File: config.mk
export PLATFORM = sky130hd
export DESIGN_NAME = bresenham_stream
export DESIGN_NICKNAME = d
export VERILOG_FILES = /design/src/rtl/bresenham_stream.sv
export SDC_FILE = /design/constraint.sdc
export NUM_CORES = 1
export LEC_CHECK = 0
export ABC_AREA = 1
export CAP_MARGIN = 20
export CORE_ASPECT_RATIO = 1.4
export CORE_MARGIN = 2
export CORE_UTILIZATION = 65
export DETAILED_ROUTE_END_ITERATION = 8
export GPL_ROUTABILITY_DRIVEN = 0
export PLACE_DENSITY = 0.9
export SYNTH_ARGS = -nofsm -noshare
export SYNTH_HDL_FRONTEND = slang
export SYNTH_SLANG_ARGS = --single-unit
File: constraint.sdc
create_clock -name clk -period 9.65 [get_ports clk]
set_input_delay 0.965 -clock clk [delete_from_list [all_inputs] [get_ports clk]]
set_output_delay 0.965 -clock clk [all_outputs]
set_load 0.1 [all_outputs]
File: src/rtl/bresenham_stream.sv
// Streaming Bresenham line rasteriser: accepts line commands over valid/ready and
// emits one pixel per output beat, with start-pixel skip, step watchdog and abort.
module bresenham_stream #(
    parameter int COORD_W   = 10,
    parameter int MAX_STEPS = 2048,
    parameter int CNT_W     = 12
) (
    input  logic               clk,
    input  logic               reset,
    input  logic               clk_en,
    input  logic               cmd_valid,
    output logic               cmd_ready,
    input  logic [COORD_W-1:0] x0,
    input  logic [COORD_W-1:0] y0,
    input  logic [COORD_W-1:0] x1,
    input  logic [COORD_W-1:0] y1,
    input  logic               skip_first,
    input  logic               abort,
    output logic               pix_valid,
    input  logic               pix_ready,
    output logic [COORD_W-1:0] pix_x,
    output logic [COORD_W-1:0] pix_y,
    output logic               pix_last,
    output logic               busy,
    output logic               done,
    output logic               timeout
);

    typedef enum logic [1:0] {IDLE = 2'd0, SKIP = 2'd1, DRAW = 2'd2} state_t;

    localparam logic [COORD_W-1:0] C_ONE     = COORD_W'(1);
    localparam logic [CNT_W-1:0]   CNT_ONE   = CNT_W'(1);
    localparam logic [CNT_W-1:0]   CNT_LIMIT = CNT_W'(MAX_STEPS);

    state_t                    state_reg, state_next;
    logic [COORD_W-1:0]        pix_x_reg, pix_x_next, pix_y_reg, pix_y_next;
    logic [COORD_W-1:0]        x1_reg, x1_next, y1_reg, y1_next;
    logic signed [COORD_W:0]   dx_reg, dx_next, dy_reg, dy_next;
    logic signed [COORD_W+1:0] err_reg, err_next;
    logic                      sx_neg_reg, sx_neg_next, sy_neg_reg, sy_neg_next;
    logic [CNT_W-1:0]          cnt_reg, cnt_next;
    logic                      pix_valid_reg, pix_valid_next, pix_last_reg, pix_last_next;
    logic                      done_reg, done_next, timeout_reg, timeout_next;

    logic                      accept, beat, start_is_end, hit_limit;
    logic [COORD_W-1:0]        dx_mag, dy_mag;
    logic [CNT_W-1:0]          cnt_inc;

    // Single Bresenham step from the current registered position
    logic signed [COORD_W+2:0] e2, dx_e, ndy_e;
    logic signed [COORD_W+1:0] err_step;
    logic                      move_x, move_y, last_step;
    logic [COORD_W-1:0]        x_step, y_step;

    assign accept       = (state_reg == IDLE) && cmd_valid && !abort;
    assign beat         = (state_reg == DRAW) && pix_valid_reg && pix_ready;
    assign start_is_end = (x0 == x1) && (y0 == y1);
    assign dx_mag       = (x1 >= x0) ? (x1 - x0) : (x0 - x1);
    assign dy_mag       = (y1 >= y0) ? (y1 - y0) : (y0 - y1);
    assign cnt_inc      = cnt_reg + CNT_ONE;
    assign hit_limit    = (cnt_inc == CNT_LIMIT);

    always_comb begin
        e2       = {err_reg, 1'b0};
        dx_e     = {2'b00, dx_reg};
        ndy_e    = '0 - {2'b00, dy_reg};
        move_x   = (e2 > ndy_e);
        move_y   = (e2 < dx_e);
        err_step = err_reg;
        if (move_x) err_step = err_step - {1'b0, dy_reg};
        if (move_y) err_step = err_step + {1'b0, dx_reg};
        x_step = pix_x_reg;
        y_step = pix_y_reg;
        if (move_x) x_step = sx_neg_reg ? (pix_x_reg - C_ONE) : (pix_x_reg + C_ONE);
        if (move_y) y_step = sy_neg_reg ? (pix_y_reg - C_ONE) : (pix_y_reg + C_ONE);
        last_step = (x_step == x1_reg) && (y_step == y1_reg);
    end

    // State register and datapath registers
    always_ff @(posedge clk or posedge reset) begin
        if (reset) begin
            state_reg     <= IDLE;
            pix_x_reg     <= '0;
            pix_y_reg     <= '0;
            x1_reg        <= '0;
            y1_reg        <= '0;
            dx_reg        <= '0;
            dy_reg        <= '0;
            err_reg       <= '0;
            sx_neg_reg    <= 1'b0;
            sy_neg_reg    <= 1'b0;
            cnt_reg       <= '0;
            pix_valid_reg <= 1'b0;
            pix_last_reg  <= 1'b0;
            done_reg      <= 1'b0;
            timeout_reg   <= 1'b0;
        end else if (clk_en) begin
            state_reg     <= state_next;
            pix_x_reg     <= pix_x_next;
            pix_y_reg     <= pix_y_next;
            x1_reg        <= x1_next;
            y1_reg        <= y1_next;
            dx_reg        <= dx_next;
            dy_reg        <= dy_next;
            err_reg       <= err_next;
            sx_neg_reg    <= sx_neg_next;
            sy_neg_reg    <= sy_neg_next;
            cnt_reg       <= cnt_next;
            pix_valid_reg <= pix_valid_next;
            pix_last_reg  <= pix_last_next;
            done_reg      <= done_next;
            timeout_reg   <= timeout_next;
        end
    end

    // Next-state logic
    always_comb begin
        state_next = state_reg;
        case (state_reg)
            IDLE: if (accept) begin
                if (!skip_first)       state_next = DRAW;
                else if (!start_is_end) state_next = SKIP;
            end
            SKIP: state_next = abort ? IDLE : DRAW;
            DRAW: begin
                if (abort)                                 state_next = IDLE;
                else if (beat && (pix_last_reg || hit_limit)) state_next = IDLE;
            end
            default: state_next = IDLE;
        endcase
    end

    // Datapath and registered-output next values
    always_comb begin
        pix_x_next     = pix_x_reg;
        pix_y_next     = pix_y_reg;
        x1_next        = x1_reg;
        y1_next        = y1_reg;
        dx_next        = dx_reg;
        dy_next        = dy_reg;
        err_next       = err_reg;
        sx_neg_next    = sx_neg_reg;
        sy_neg_next    = sy_neg_reg;
        cnt_next       = cnt_reg;
        pix_valid_next = pix_valid_reg;
        pix_last_next  = pix_last_reg;
        done_next      = 1'b0;
        timeout_next   = 1'b0;
        case (state_reg)
            IDLE: if (accept) begin
                x1_next     = x1;
                y1_next     = y1;
                dx_next     = {1'b0, dx_mag};
                dy_next     = {1'b0, dy_mag};
                err_next    = {2'b00, dx_mag} - {2'b00, dy_mag};
                sx_neg_next = !(x0 < x1);
                sy_neg_next = !(y0 < y1);
                pix_x_next  = x0;
                pix_y_next  = y0;
                cnt_next    = '0;
                if (skip_first) begin
                    pix_valid_next = 1'b0;
                    pix_last_next  = 1'b0;
                    done_next      = start_is_end;
                end else begin
                    pix_valid_next = 1'b1;
                    pix_last_next  = start_is_end;
                end
            end
            SKIP: begin
                if (abort) begin
                    pix_valid_next = 1'b0;
                    pix_last_next  = 1'b0;
                end else begin
                    pix_x_next     = x_step;
                    pix_y_next     = y_step;
                    err_next       = err_step;
                    pix_valid_next = 1'b1;
                    pix_last_next  = last_step;
                end
            end
            DRAW: begin
                if (abort) begin
                    pix_valid_next = 1'b0;
                    pix_last_next  = 1'b0;
                end else if (beat) begin
                    cnt_next = cnt_inc;
                    if (pix_last_reg || hit_limit) begin
                        pix_valid_next = 1'b0;
                        pix_last_next  = 1'b0;
                        done_next      = 1'b1;
                        timeout_next   = !pix_last_reg;
                    end else begin
                        pix_x_next    = x_step;
                        pix_y_next    = y_step;
                        err_next      = err_step;
                        pix_last_next = last_step;
                    end
                end
            end
            default: ;
        endcase
    end

    assign cmd_ready = (state_reg == IDLE);
    assign busy      = (state_reg != IDLE);
    assign pix_valid = pix_valid_reg;
    assign pix_x     = pix_x_reg;
    assign pix_y     = pix_y_reg;
    assign pix_last  = pix_last_reg;
    assign done      = done_reg;
    assign timeout   = timeout_reg;

endmodule

==> results.md <==
- Main area contributors after synthesis: sky130_fd_sc_hd__dfrtp_1 24%, sky130_fd_sc_hd__ha_1 15%, sky130_fd_sc_hd__nand2_1 14%
- Die area: 0.01588 mm²
- Unrepaired setup endpoints after global routing: no
- Total congestion overflow after global routing: 0
- Fill cell count: between 1000 and 1500
- Post-CTS sizing: 0
- CTS hold repair buffers: 0
- Least-Margin Pin Slew: 1.100 ns
- GRT Util Overall: 0.3502
- IO Pins: 73
- Post-Syn Area: between 0.009 and 0.01 mm²
- Total number of placement rows: 52
- Worst skew pair latency: 0.36 ns
- Number of setup buffers added after CTS: 0
- Share of the yosys chip area belonging to registers: 0.2382
- Most frequent cells in the layout: 372 x sky130_fd_sc_hd__nand2_1, 226 x sky130_fd_sc_hd__inv_1, 128 x sky130_fd_sc_hd__o21ai_0
- Capture point of the worst path: err_reg[8]
- Kind of end point of the critical path: flop
- Post-layout minimum cycle time: between 5 and 6 ns
- Total CTS buffers: 9
- Number of distinct library cells after synthesis: 53
- Worst Hold Slack: 0.4954 ns
- Async S/R FF share, synth: 1.000
- Count of final max-slew check failures: 0
- Number of cells on the worst reg-to-reg path: 27
- Highest metal layer with signal wires: met4
- Max-Slew Margin vs Limit: 0.2647
- Capturing point of the worst reg2reg path: err_reg[9]
- Starting density of the core: 0.6662
- Final count of hold timing violations: 0
- Fraction of post-synthesis cell area in the top cell type by area: 0.2382
- Diodes inserted: 0
- Vertical extent of the die: roughly 150 µm
- FF+latch area: 0.002302 mm²
- Ys flop type: sky130_fd_sc_hd__dfrtp_1
- Fraction of final layout cells sized beyond drive strength 1: 0.03416
- Wire length of the first global-routing pass: ~45000 µm
- Internal reg-to-reg setup slack: 4.31 ns
- Sum Neg Setup Slack: 0 ns
- Port-buffer cells: 72
- Mean routed wirelength per cell: roughly 16 µm
- Number of warnings issued by yosys: 0
- Cell at the root of the clock tree: sky130_fd_sc_hd__clkbuf_16
- Kind of start point of the critical path: input port
- Clock net sink count: 92
- Ratio of final minimum period to clock period: 0.5637
- Worst Setup Path Type: input port to flop
- Core outline area: 0.01451 mm²
- # setup viols final: 0
- Type of the worst min-delay path: flop to flop
- Placed wire-length estimate: between 20000 and 25000 µm
- Top Family by Delay on Critical Path: simple AND/OR/NAND/NOR gates
- Reg2reg start: dy_reg[1]
- Crit-path max cell delay: 0.80 ns
- Layout-stage area growth over the synthesis result: 12.41%
- Slowest-stage cell, CP: sky130_fd_sc_hd__nor4_1
- Number of nets in the synthesized netlist: 1598
- Overall routed net length: 27340 µm
- Most frequent standard cell in the layout excluding fill and tap cells: sky130_fd_sc_hd__nand2_1
- Worst-path maximum fanout: 15
- Worst min-delay path startpoint: done
- Outcome: completed
- Via count of the first global-routing pass: 9786
- Dominant cell type by area after synthesis: sky130_fd_sc_hd__dfrtp_1
- Worst endpoint data arrival time: 5.65 ns
- Total vias in the final route: 10120
- First drt pass iteration count: 5
- Number of buffers on the longest clock path: 2
- Die X: 107.1 µm
- Required time at the endpoint of the critical path: 9.87 ns
- Fraction of the core area covered by cells at the end of the flow: 0.7489
- Total of max-cap violations: 0
- Total area of multi-input combinational cells: 0.006351 mm²
- Clock tree from TritonCTS: done
- Cells after Synth: around 1400
- Maximum level of the CTS H-tree: 3
- Cell depth of the worst setup path: 22
- Timing-limited maximum frequency: approximately 180 MHz
- Skew final: roughly 0.014 ns
- Detail-routed via count per cell: about 6.0
- Total length of routed met3 wires: 1949 µm
- NumNets Final: 1658
- Worst-path clk slew: 0.08 ns
- Beginning of the critical path: x0[4]
- Detail Route met2 WL: 13770 µm
- Post-Place Cell Area: 0.01052 mm²
- Syn_area_per_cell: 6.769 µm²
- Crit path buffers/inverters: 3
- Count of antenna-violating nets left after detailed routing: 0
- Series of cell instances along the critical path: clkdlybuf4s50_1, inv_1, ha_1, nand2_1, nor4_1, nor2_1, nand2_1, mux2i_1, xor2_1, inv_1, ha_1, a21oi_1, nand2_1, nand2_1, nand2_1, a21oi_1, nor2_1, o21ai_0, nand2_1, or2_2, nand3_1, a31oi_1
- Final design area excluding fillers: 0.01087 mm²
- EDFF count, synth: 0
- Post-synthesis register bit count: 92
- Cell seen most often among critical-path stages: sky130_fd_sc_hd__nand2_1
- Number of design-rule violations left by the first detailed-router iteration: 718
- Pin count of the biggest net entering global routing: 82
- DRC Markers: 0
- Number of antenna violations at the first check in global routing: 0
- DRT met1 WL: slightly above 10000 µm
## cells in the mapped netlist, types with 3 or more instances
library cell / instances
sky130_fd_sc_hd__nand4_1: 20
sky130_fd_sc_hd__nand2_2: 7
sky130_fd_sc_hd__o21ai_1: 7
sky130_fd_sc_hd__nand3_1: 83
sky130_fd_sc_hd__xnor2_1: 14
sky130_fd_sc_hd__or2_2: 6
sky130_fd_sc_hd__fa_1: 9
sky130_fd_sc_hd__inv_2: 3
sky130_fd_sc_hd__mux2i_1: 4
sky130_fd_sc_hd__clkbuf_1: 14
sky130_fd_sc_hd__buf_2: 11
sky130_fd_sc_hd__a221oi_1: 4
sky130_fd_sc_hd__xor2_1: 43
sky130_fd_sc_hd__dfrtp_1: 92
sky130_fd_sc_hd__o21a_1: 4
sky130_fd_sc_hd__nor3_1: 14
sky130_fd_sc_hd__a31oi_1: 12
sky130_fd_sc_hd__nand2_1: 372
sky130_fd_sc_hd__o21bai_1: 6
sky130_fd_sc_hd__o21ai_0: 128
sky130_fd_sc_hd__o22ai_1: 13
sky130_fd_sc_hd__nor2_1: 71
sky130_fd_sc_hd__ha_1: 114
sky130_fd_sc_hd__inv_1: 227
sky130_fd_sc_hd__o221ai_1: 3
sky130_fd_sc_hd__clkinv_1: 3
sky130_fd_sc_hd__a21oi_1: 89
sky130_fd_sc_hd__o211ai_1: 9
sky130_fd_sc_hd__a211oi_1: 3
sky130_fd_sc_hd__nand3b_1: 12
sky130_fd_sc_hd__a21o_1: 3
## through the flow
stage / worst slack [ns] / cells
after floorplan: 5.295 / 1428
after global placement: 4.102 / 1664
after detailed placement: 4.028 / 1664
after CTS: 4.333 / 1680
after global routing: 3.884 / 1682
final: 4.211 / 1682
## worst register-to-register path: stages, from the launching register on
cell and delay [ns]:
sky130_fd_sc_hd__dfrtp_1 0.39, sky130_fd_sc_hd__inv_1 0.15, sky130_fd_sc_hd__ha_1 0.21, sky130_fd_sc_hd__nand3_1 0.11
sky130_fd_sc_hd__nor2_1 0.17, sky130_fd_sc_hd__nand2_1 0.12, sky130_fd_sc_hd__nor3_1 0.24, sky130_fd_sc_hd__nand2_1 0.08
sky130_fd_sc_hd__nor2_1 0.20, sky130_fd_sc_hd__ha_1 0.34, sky130_fd_sc_hd__nand2_2 0.10, sky130_fd_sc_hd__a21oi_1 0.05
sky130_fd_sc_hd__nor2_1 0.24, sky130_fd_sc_hd__nand3_2 0.13, sky130_fd_sc_hd__nand2_4 0.15, sky130_fd_sc_hd__nand3_4 0.34
sky130_fd_sc_hd__o21ai_0 0.48, sky130_fd_sc_hd__ha_1 0.38, sky130_fd_sc_hd__a21oi_1 0.15, sky130_fd_sc_hd__nand2_1 0.11
sky130_fd_sc_hd__nand4_1 0.10, sky130_fd_sc_hd__o211ai_1 0.14, sky130_fd_sc_hd__a21oi_1 0.22, sky130_fd_sc_hd__or2_2 0.16
sky130_fd_sc_hd__nand2_1 0.05, sky130_fd_sc_hd__a21oi_1 0.14, sky130_fd_sc_hd__o21ai_0 0.12, sky130_fd_sc_hd__a22oi_1 0.18
## per-layer routing
layer,GRT usage,vias to the layer above
li1,-,4822
met1,0.4089,4683
met2,0.6085,492
met3,0.04733,122
met4,0.2032,0
met5,0,-
## cell type report
| cell class | count | area share |
|---|---|---|
| Clock buffer | 9 | 0.02073 |
| Clock inverter | 7 | 0.006218 |
| Inverter | 233 | 0.08072 |
| Multi-Input combinational cell | 1074 | 0.5845 |
| Sequential cell | 92 | 0.2119 |
| Tap cell | 189 | 0.02176 |
| Timing Repair Buffer | 78 | 0.07416 |
## worst min path at each step
stage / endpoint / slack [ns] / cells after the start
after global placement: done / 0.48 / 2
after detailed placement: done / 0.48 / 2
final: done / 0.50 / 2
after CTS: done / 0.50 / 2
after floorplan: x1_reg[6] / 0.47 / 2
after global routing: timeout / 0.52 / 2
## cell families after synthesis
| group | count (synthesis) | share of synthesized area |
|---|---|---|
| multiplexers | 4 | 0.004143 |
| XOR/XNOR | 58 | 0.05333 |
| AND/OR/NAND/NOR | 597 | 0.2655 |
| flip-flops | 92 | 0.2382 |
| AO/OA/AOI/OAI | 292 | 0.1679 |
| adder cells (fa/ha/maj) | 123 | 0.1662 |
| buffers and inverters | 262 | 0.1047 |
Power is not shown: default switching activity piles up to over one toggle a cycle in this logic, so the estimate is an artifact.
